<file path="src/rtl/debounce_sync.sv">
// Input conditioning: synchronizer chain followed by a counter-qualified
// level filter with registered level, complement and edge pulses.
module debounce_sync #(
    parameter int SYNC_STAGES = 2,
    parameter int STABLE_CNT  = 1000,
    parameter int CNT_W       = 16
) (
    input  logic clk,
    input  logic reset,
    input  logic din,
    output logic dout,
    output logic dout_n,
    output logic rise,
    output logic fall,
    output logic busy
);

    typedef enum logic [1:0] {
        IDLE_LO,
        WAIT_HI,
        IDLE_HI,
        WAIT_LO
    } state_t;

    localparam logic [CNT_W-1:0] CNT_LAST = CNT_W'(STABLE_CNT - 1);
    localparam logic [CNT_W-1:0] CNT_ONE  = CNT_W'(1);

    logic [SYNC_STAGES-1:0] sync_q, sync_d;
    state_t                 state_q, state_d;
    logic [CNT_W-1:0]       cnt_q, cnt_d;
    logic                   dout_q, dout_d;
    logic                   dout_n_q, dout_n_d;
    logic                   rise_q, rise_d;
    logic                   fall_q, fall_d;
    logic                   busy_q, busy_d;
    logic                   s;

    assign sync_d = {sync_q[SYNC_STAGES-2:0], din};
    assign s      = sync_q[SYNC_STAGES-1];

    always_comb begin
        state_d = state_q;
        cnt_d   = cnt_q;
        dout_d  = dout_q;
        rise_d  = 1'b0;
        fall_d  = 1'b0;
        case (state_q)
            IDLE_LO: begin
                if (s) begin
                    state_d = WAIT_HI;
                    cnt_d   = CNT_ONE;
                end else begin
                    cnt_d = '0;
                end
            end
            WAIT_HI: begin
                if (!s) begin
                    state_d = IDLE_LO;
                    cnt_d   = '0;
                end else if (cnt_q == CNT_LAST) begin
                    state_d = IDLE_HI;
                    dout_d  = 1'b1;
                    rise_d  = 1'b1;
                    cnt_d   = '0;
                end else begin
                    cnt_d = cnt_q + CNT_ONE;
                end
            end
            IDLE_HI: begin
                if (!s) begin
                    state_d = WAIT_LO;
                    cnt_d   = CNT_ONE;
                end else begin
                    cnt_d = '0;
                end
            end
            WAIT_LO: begin
                if (s) begin
                    state_d = IDLE_HI;
                    cnt_d   = '0;
                end else if (cnt_q == CNT_LAST) begin
                    state_d = IDLE_LO;
                    dout_d  = 1'b0;
                    fall_d  = 1'b1;
                    cnt_d   = '0;
                end else begin
                    cnt_d = cnt_q + CNT_ONE;
                end
            end
            default: begin
                state_d = IDLE_LO;
                cnt_d   = '0;
                dout_d  = 1'b0;
            end
        endcase
        // busy and dout_n come from next-state values so they share the same edge
        busy_d   = (state_d == WAIT_HI) || (state_d == WAIT_LO);
        dout_n_d = ~dout_d;
    end

    always_ff @(posedge clk) begin
        if (!reset) begin
            sync_q   <= '0;
            state_q  <= IDLE_LO;
            cnt_q    <= '0;
            dout_q   <= 1'b0;
            dout_n_q <= 1'b1;
            rise_q   <= 1'b0;
            fall_q   <= 1'b0;
            busy_q   <= 1'b0;
        end else begin
            sync_q   <= sync_d;
            state_q  <= state_d;
            cnt_q    <= cnt_d;
            dout_q   <= dout_d;
            dout_n_q <= dout_n_d;
            rise_q   <= rise_d;
            fall_q   <= fall_d;
            busy_q   <= busy_d;
        end
    end

    assign dout   = dout_q;
    assign dout_n = dout_n_q;
    assign rise   = rise_q;
    assign fall   = fall_q;
    assign busy   = busy_q;

endmodule
</file>
<file path="config.mk">
export PLATFORM = sky130hd
export DESIGN_NAME = debounce_sync
export DESIGN_NICKNAME = d
export VERILOG_FILES = /design/src/rtl/debounce_sync.sv
export SDC_FILE = /design/constraint.sdc
export NUM_CORES = 1
export LEC_CHECK = 0
export CAP_MARGIN = 20
export CORE_UTILIZATION = 35
export CTS_CLUSTER_SIZE = 12
export DETAILED_ROUTE_END_ITERATION = 7
export DONT_BUFFER_PORTS = 1
export GPL_TIMING_DRIVEN = 0
export HOLD_SLACK_MARGIN = 0.05
export SLEW_MARGIN = 5
export SYNTH_ARGS = -nofsm -noshare
export SYNTH_HDL_FRONTEND = slang
export SYNTH_SLANG_ARGS = --single-unit
export TNS_END_PERCENT = 10
</file>
<file path="constraint.sdc">
create_clock -name clk -period 1.7 [get_ports clk]
set_input_delay 0.255 -clock clk [delete_from_list [all_inputs] [get_ports clk]]
set_output_delay 0.255 -clock clk [all_outputs]
set_load 0.03 [all_outputs]
</file>
==> results of run 1 <==
-- synth_stat cells (all sizes together) --
cell and n:
a21boi 2, a21oi 1, and2 2, and3 3, and4 3, and4bb 2
buf 1, dfxtp 25, ha 1, inv 6, mux2 1, mux2i 1
nand2 5, nand2b 1, nand3 6, nand4 4, nor2 17, nor2b 1
nor3 5, nor4 4, o21a 1, o21ai 1, o21bai 1, o41ai 1
or3 1, or3b 1, xnor2 11, xor2 3
-- where the power goes --
group / switching [mW] / internal (mW)
Sequential: 0.00408 / 0.589
Combinational: 0.00466 / 0.00694
Clock: 0.172 / 0.0917
-- through the flow --
stage	instances	hold WS [ns]	power, mW	setup TNS [ns]
5_1_grt	148	0.0601	0.904	-0.00588
3_5_place_dp	142	0.348	0.614	-0.860
4_1_cts	147	0.0537	0.880	0
3_3_place_gp	142	0.344	0.613	-0.449
2_1_floorplan	111	0.335	0.612	0
6_report	148	0.0638	0.868	0
-- metal layers --
layer | track usage, % | vias up | wire (um)
li1 | - | 397 | -
met1 | 17.2 | 371 | 934
met2 | 21.5 | 5 | 881
met3 | 2.76 | 5 | 37
met4 | 6.27 | 0 | 38
met5 | 0 | - | 0
-- worst max-delay path, stage by stage, from the launching register on --
cell and delay [ns]:
dfxtp_1 0.40, nor4_4 0.36, and4_1 0.27, mux2_2 0.35
o21a_1 0.16
-- registers in the layout (all words and copies together), names as in the netlist --
register and flops:
busy 1, rise 1, dout 1, dout_n 1, sync_q 2, state_q 2
fall 1, cnt_q 16
-- final cells by class --
| type | instances | area, um2 |
|---|---|---|
| Clock buffer | 4 | 26.3 |
| Sequential cell | 25 | 505 |
| Timing Repair Buffer | 2 | 20.0 |
| Buffer | 1 | 7.51 |
| Tap cell | 31 | 38.8 |
| Multi-Input combinational cell | 79 | 556 |
| Inverter | 6 | 22.5 |
| Fill cell | 289 | 1610 |
-- timing repair --
| action | 4_1_cts | 5_1_grt |
|---|---|---|
| endpoints found under the hold margin | 4 | 1 |
| endpoints found under the setup margin | 12 | 2 |
| hold buffers | 1 | 1 |
| gates resized for setup | 5 | 6 |
-- logic make-up after synthesis --
group                    synth area share (%)
buffers and inverters                    2.64
XOR/XNOR                                 11.8
AND/OR/NAND/NOR                          29.7
multiplexers                             2.04
AO/OA/AOI/OAI                            4.68
adder cells (fa/ha/maj)                  1.20
flip-flops                               48.0
-- worst paths after layout --
kind	slack [ns]	to	cells past startpoint	start
hold reg to reg	0.45	sync_q[1]	1	sync_q[0]
setup / recovery	0.07	dout	4	cnt_q[11]
setup reg to reg	0.07	dout	4	cnt_q[11]
hold / removal	0.06	state_q[1]	1	reset
==> impl_metrics.ini, run 1 <==
[critical_path]
endpoint_kind = flop
arrival_ns = 1.86
worstPathRequired_ns = 1.93
crit_type = reg2reg
worstPathMaxFanout = 4
startpoint_type = flop

[synthesis]
ys_warn_count = 0
ys_seq_area_share_pct = 48.0
synth_cells = 111
synth_area_leaders = dfxtp_1 (48%), xnor2_1 (9.2%), nor2_1 (6.1%)
yosysTopAreaCell = dfxtp_1
synth_nets = 115
avgSynthCellArea_um2 = 9.39
yosys.area.top_type_share_pct = 48.0
ys_types = 30
synth_seq_cells = 25
synth_area_um2 = 1040

[final_layout]
final_core_utilization_pct = 42.3
n_antenna_cell = 0
final_cell_mix = dfxtp_1 (23), nor2_1 (17), xnor2_1 (11), inv_1 (6), nand2_1 (5)
fin_area_um2 = 1180
drive_gt1_share_pct = 13.7
fin_nets = 122
synthToLayoutAreaGrowth_pct = 12.8
final_common_cell = dfxtp_1

[place]
dp_hpwl_um = 1340
io_buffers = 0
dpl_cell_area_um2 = 1080
dpl_worst_slack_ns = -0.103
place_congestion = 0.837

[clock_network]
path_clk_slew_ns = 0.13
cts_tree = built
clock-sinks = 25
clk_latency_ns = 0.31
numCtsBuffers = 3
cts_setup_buffers = 0
clockBufferDepth = 2
cts_root_buffer = clkbuf_4
htree_levels = 1

[route]
totalWireLength_um = 1890
wl_per_cell_um = 12.8
vias = 778
drtAntennaViolNets = 0
viasPerCell = 5.26
drc_errors = 0
drt_iter0_drc = 16
firstDrtPassIters = 4

[run_status]
status = finished clean

[sta]
drv_slew = 0
slew-limit-headroom_pct = 77.2
hold_violations = 0
worst_slack_ns = 0.0699
max_freq_ghz = 0.613
worstMarginPinSlew_ns = 0.341
clock_skew_ns = 0.00450
setup_viol = 0
min_period_ns = 1.63
period_share_pct = 95.9

[power_and_ir_drop]
leakage_nw = 0.359
power.density_nw_per_um2 = 738
ir_drop_uv = 343

[global_routing]
grt_pass1_vias = 750
grt_pass1_wl_um = 3340
antenna_found_initial = 0
grtUsageTotal_pct = 13.4
grt_max_degree = 14
gr-total-overflow = 0

[worst_hold_path]
hp-class = in2reg

[die]
fp.dieW_um = 56.6
die-area_um2 = 3200
ios = 8
die_y_um = 56.6
rows = 19
start_util_pct = 37.5
core_um2 = 2780

[run]
cap_violations = 0
Power figures use the tool's default switching activity.
==> run 2, diff against run 1 <==
CORE_ASPECT_RATIO = 1.5   (was default)
==> impl_metrics.ini, run 2 (synthesis results as in run 1) <==
[route]
drtAntennaViolNets = 0
wl_per_cell_um = 12.4
drc_errors = 0
firstDrtPassIters = 4
totalWireLength_um = 1890
viasPerCell = 5.09
drt_iter0_drc = 37
vias = 774

[clock_network]
clockBufferDepth = 2
clk_latency_ns = 0.26
numCtsBuffers = 3
ctsHoldBuffers = 0
clock-sinks = 25
cts_setup_buffers = 0
cts_root_buffer = clkbuf_8
htree_levels = 1
cts_tree = built
path_clk_slew_ns = 0.08

[critical_path]
worstPathMaxFanout = 5
rr_worst_depth = 4
crit_path_start = cnt_q[10]
timing.rr.start = cnt_q[10]
crit_type = reg2reg
startpoint_type = flop
worstPathRequired_ns = 1.87
worstSetupEndpoint = dout
endpoint_kind = flop
ff2ff_setup_slack_ns = 0.07
arrival_ns = 1.79
r2r_end = dout

[global_routing]
gr-total-overflow = 0
grt_max_degree = 15
grtUsageTotal_pct = 14.4
antenna_found_initial = 0
grt_pass1_wl_um = 3290
grt_pass1_vias = 798
use_met1_pct = 15.5
met2_usage_pct = 26.0
met3_usage_pct = 1.82
busiest_layer = met2

[place]
dp_hpwl_um = 1370
place_congestion = 0.744
io_buffers = 0

[run_status]
status = finished clean

[final_layout]
final_common_cell = dfxtp_1
final_core_utilization_pct = 42.7
n_antenna_cell = 0
largest-register = cnt_q
largest_reg_flops = 16
top_regs = cnt_q: 16 flops, state_q: 2 flops, sync_q: 2 flops
fin_nets = 120
synthToLayoutAreaGrowth_pct = 13.1
fillerInstances = 284
final_cell_mix = dfxtp_1 (23), nor2_1 (17), xnor2_1 (11), inv_1 (6)
drive_gt1_share_pct = 14.8

[die]
ios = 8
die-area_um2 = 3200
fp.dieW_um = 46.6
core_um2 = 2760
rows = 23
start_util_pct = 37.7
die_y_um = 68.8

[sta]
worstMarginPinSlew_ns = 0.329
min_period_ns = 1.63
hold_violations = 0
rsz0062_at_grt = false
slew-limit-headroom_pct = 77.9
drv_slew = 0
fin_tns_setup_ns = 0
whs_ns = 0.0690
max_freq_ghz = 0.614
clock_skew_ns = 0.00407
period_share_pct = 95.8
setup_viol = 0

[power_and_ir_drop]
ir_drop_uv = 558
leakage_nw = 0.361
power.density_nw_per_um2 = 795

[worst_hold_path]
hp-class = in2reg
hold_start = reset

[run]
cap_violations = 0
==> run 2: cell types whose count changed in the layout (fill, tap and decap cells not counted), sizes merged <==
cell         before  now
clkinv            0    1
dlygate4sd3       2    0
buf               1    0
==> run 2: cell type report <==
type / count / area (um2) / area share, %
multi-input cells: 79 / 553 / 46.9
clock buffers: 3 / 41.3 / 3.50
clock inverters: 1 / 5.00 / 0.425
flip-flops and latches: 25 / 503 / 42.7
well taps: 37 / 46.3 / 3.93
inverters: 6 / 22.5 / 1.91
plain buffers: 1 / 7.51 / 0.637
==> run 2: critical path, stage by stage, from the launching register on <==
cell	delay (ns)
dfxtp_1	0.39
nor4_4	0.35
and4_4	0.29
mux2_2	0.34
o21a_1	0.16
==> run 2: per-stage QoR <==
step / setup WS (ns) / power [mW] / instances / area (um2)
detailed placement: -0.108 / 0.613 / 148 / 1090
global placement: -0.0942 / 0.613 / 148 / 1090
finish: 0.0710 / 0.937 / 152 / 1180
CTS: 0.0439 / 0.954 / 152 / 1160
floorplan: 0.0651 / 0.612 / 111 / 1040
global route: 0.0123 / 0.979 / 152 / 1180
==> run 2: how the worst min path moves through the flow <==
| stage | cells past startpoint | slack [ns] | endpoint |
|---|---|---|---|
| after floorplan | 1 | 0.33 | dout_n |
| after global placement | 1 | 0.34 | dout_n |
| after detailed placement | 1 | 0.35 | dout_n |
| after CTS | 1 | 0.06 | dout_n |
| after global routing | 1 | 0.06 | dout_n |
| final | 1 | 0.07 | dout_n |
==> run 2: repair_timing <==
action / in CTS / in global routing
resized for setup: 6 / 4
endpoints found under the setup margin: 12 / 12
pin swaps: 1 / 1
==> run 2: power by group <==
group / switching, mW / total [mW] / internal, mW / leakage, nW
Sequential: 0.00391 / 0.593 / 0.589 / 0.203
Clock: 0.174 / 0.337 / 0.163 / 0.0255
Combinational: 0.00309 / 0.00691 / 0.00382 / 0.133
==> run 2: metal layers <==
layer,part of all wire [%],wire (um)
met5,0,0
met4,1.0,19
met3,2.5,48
met2,55,1050
met1,41,774
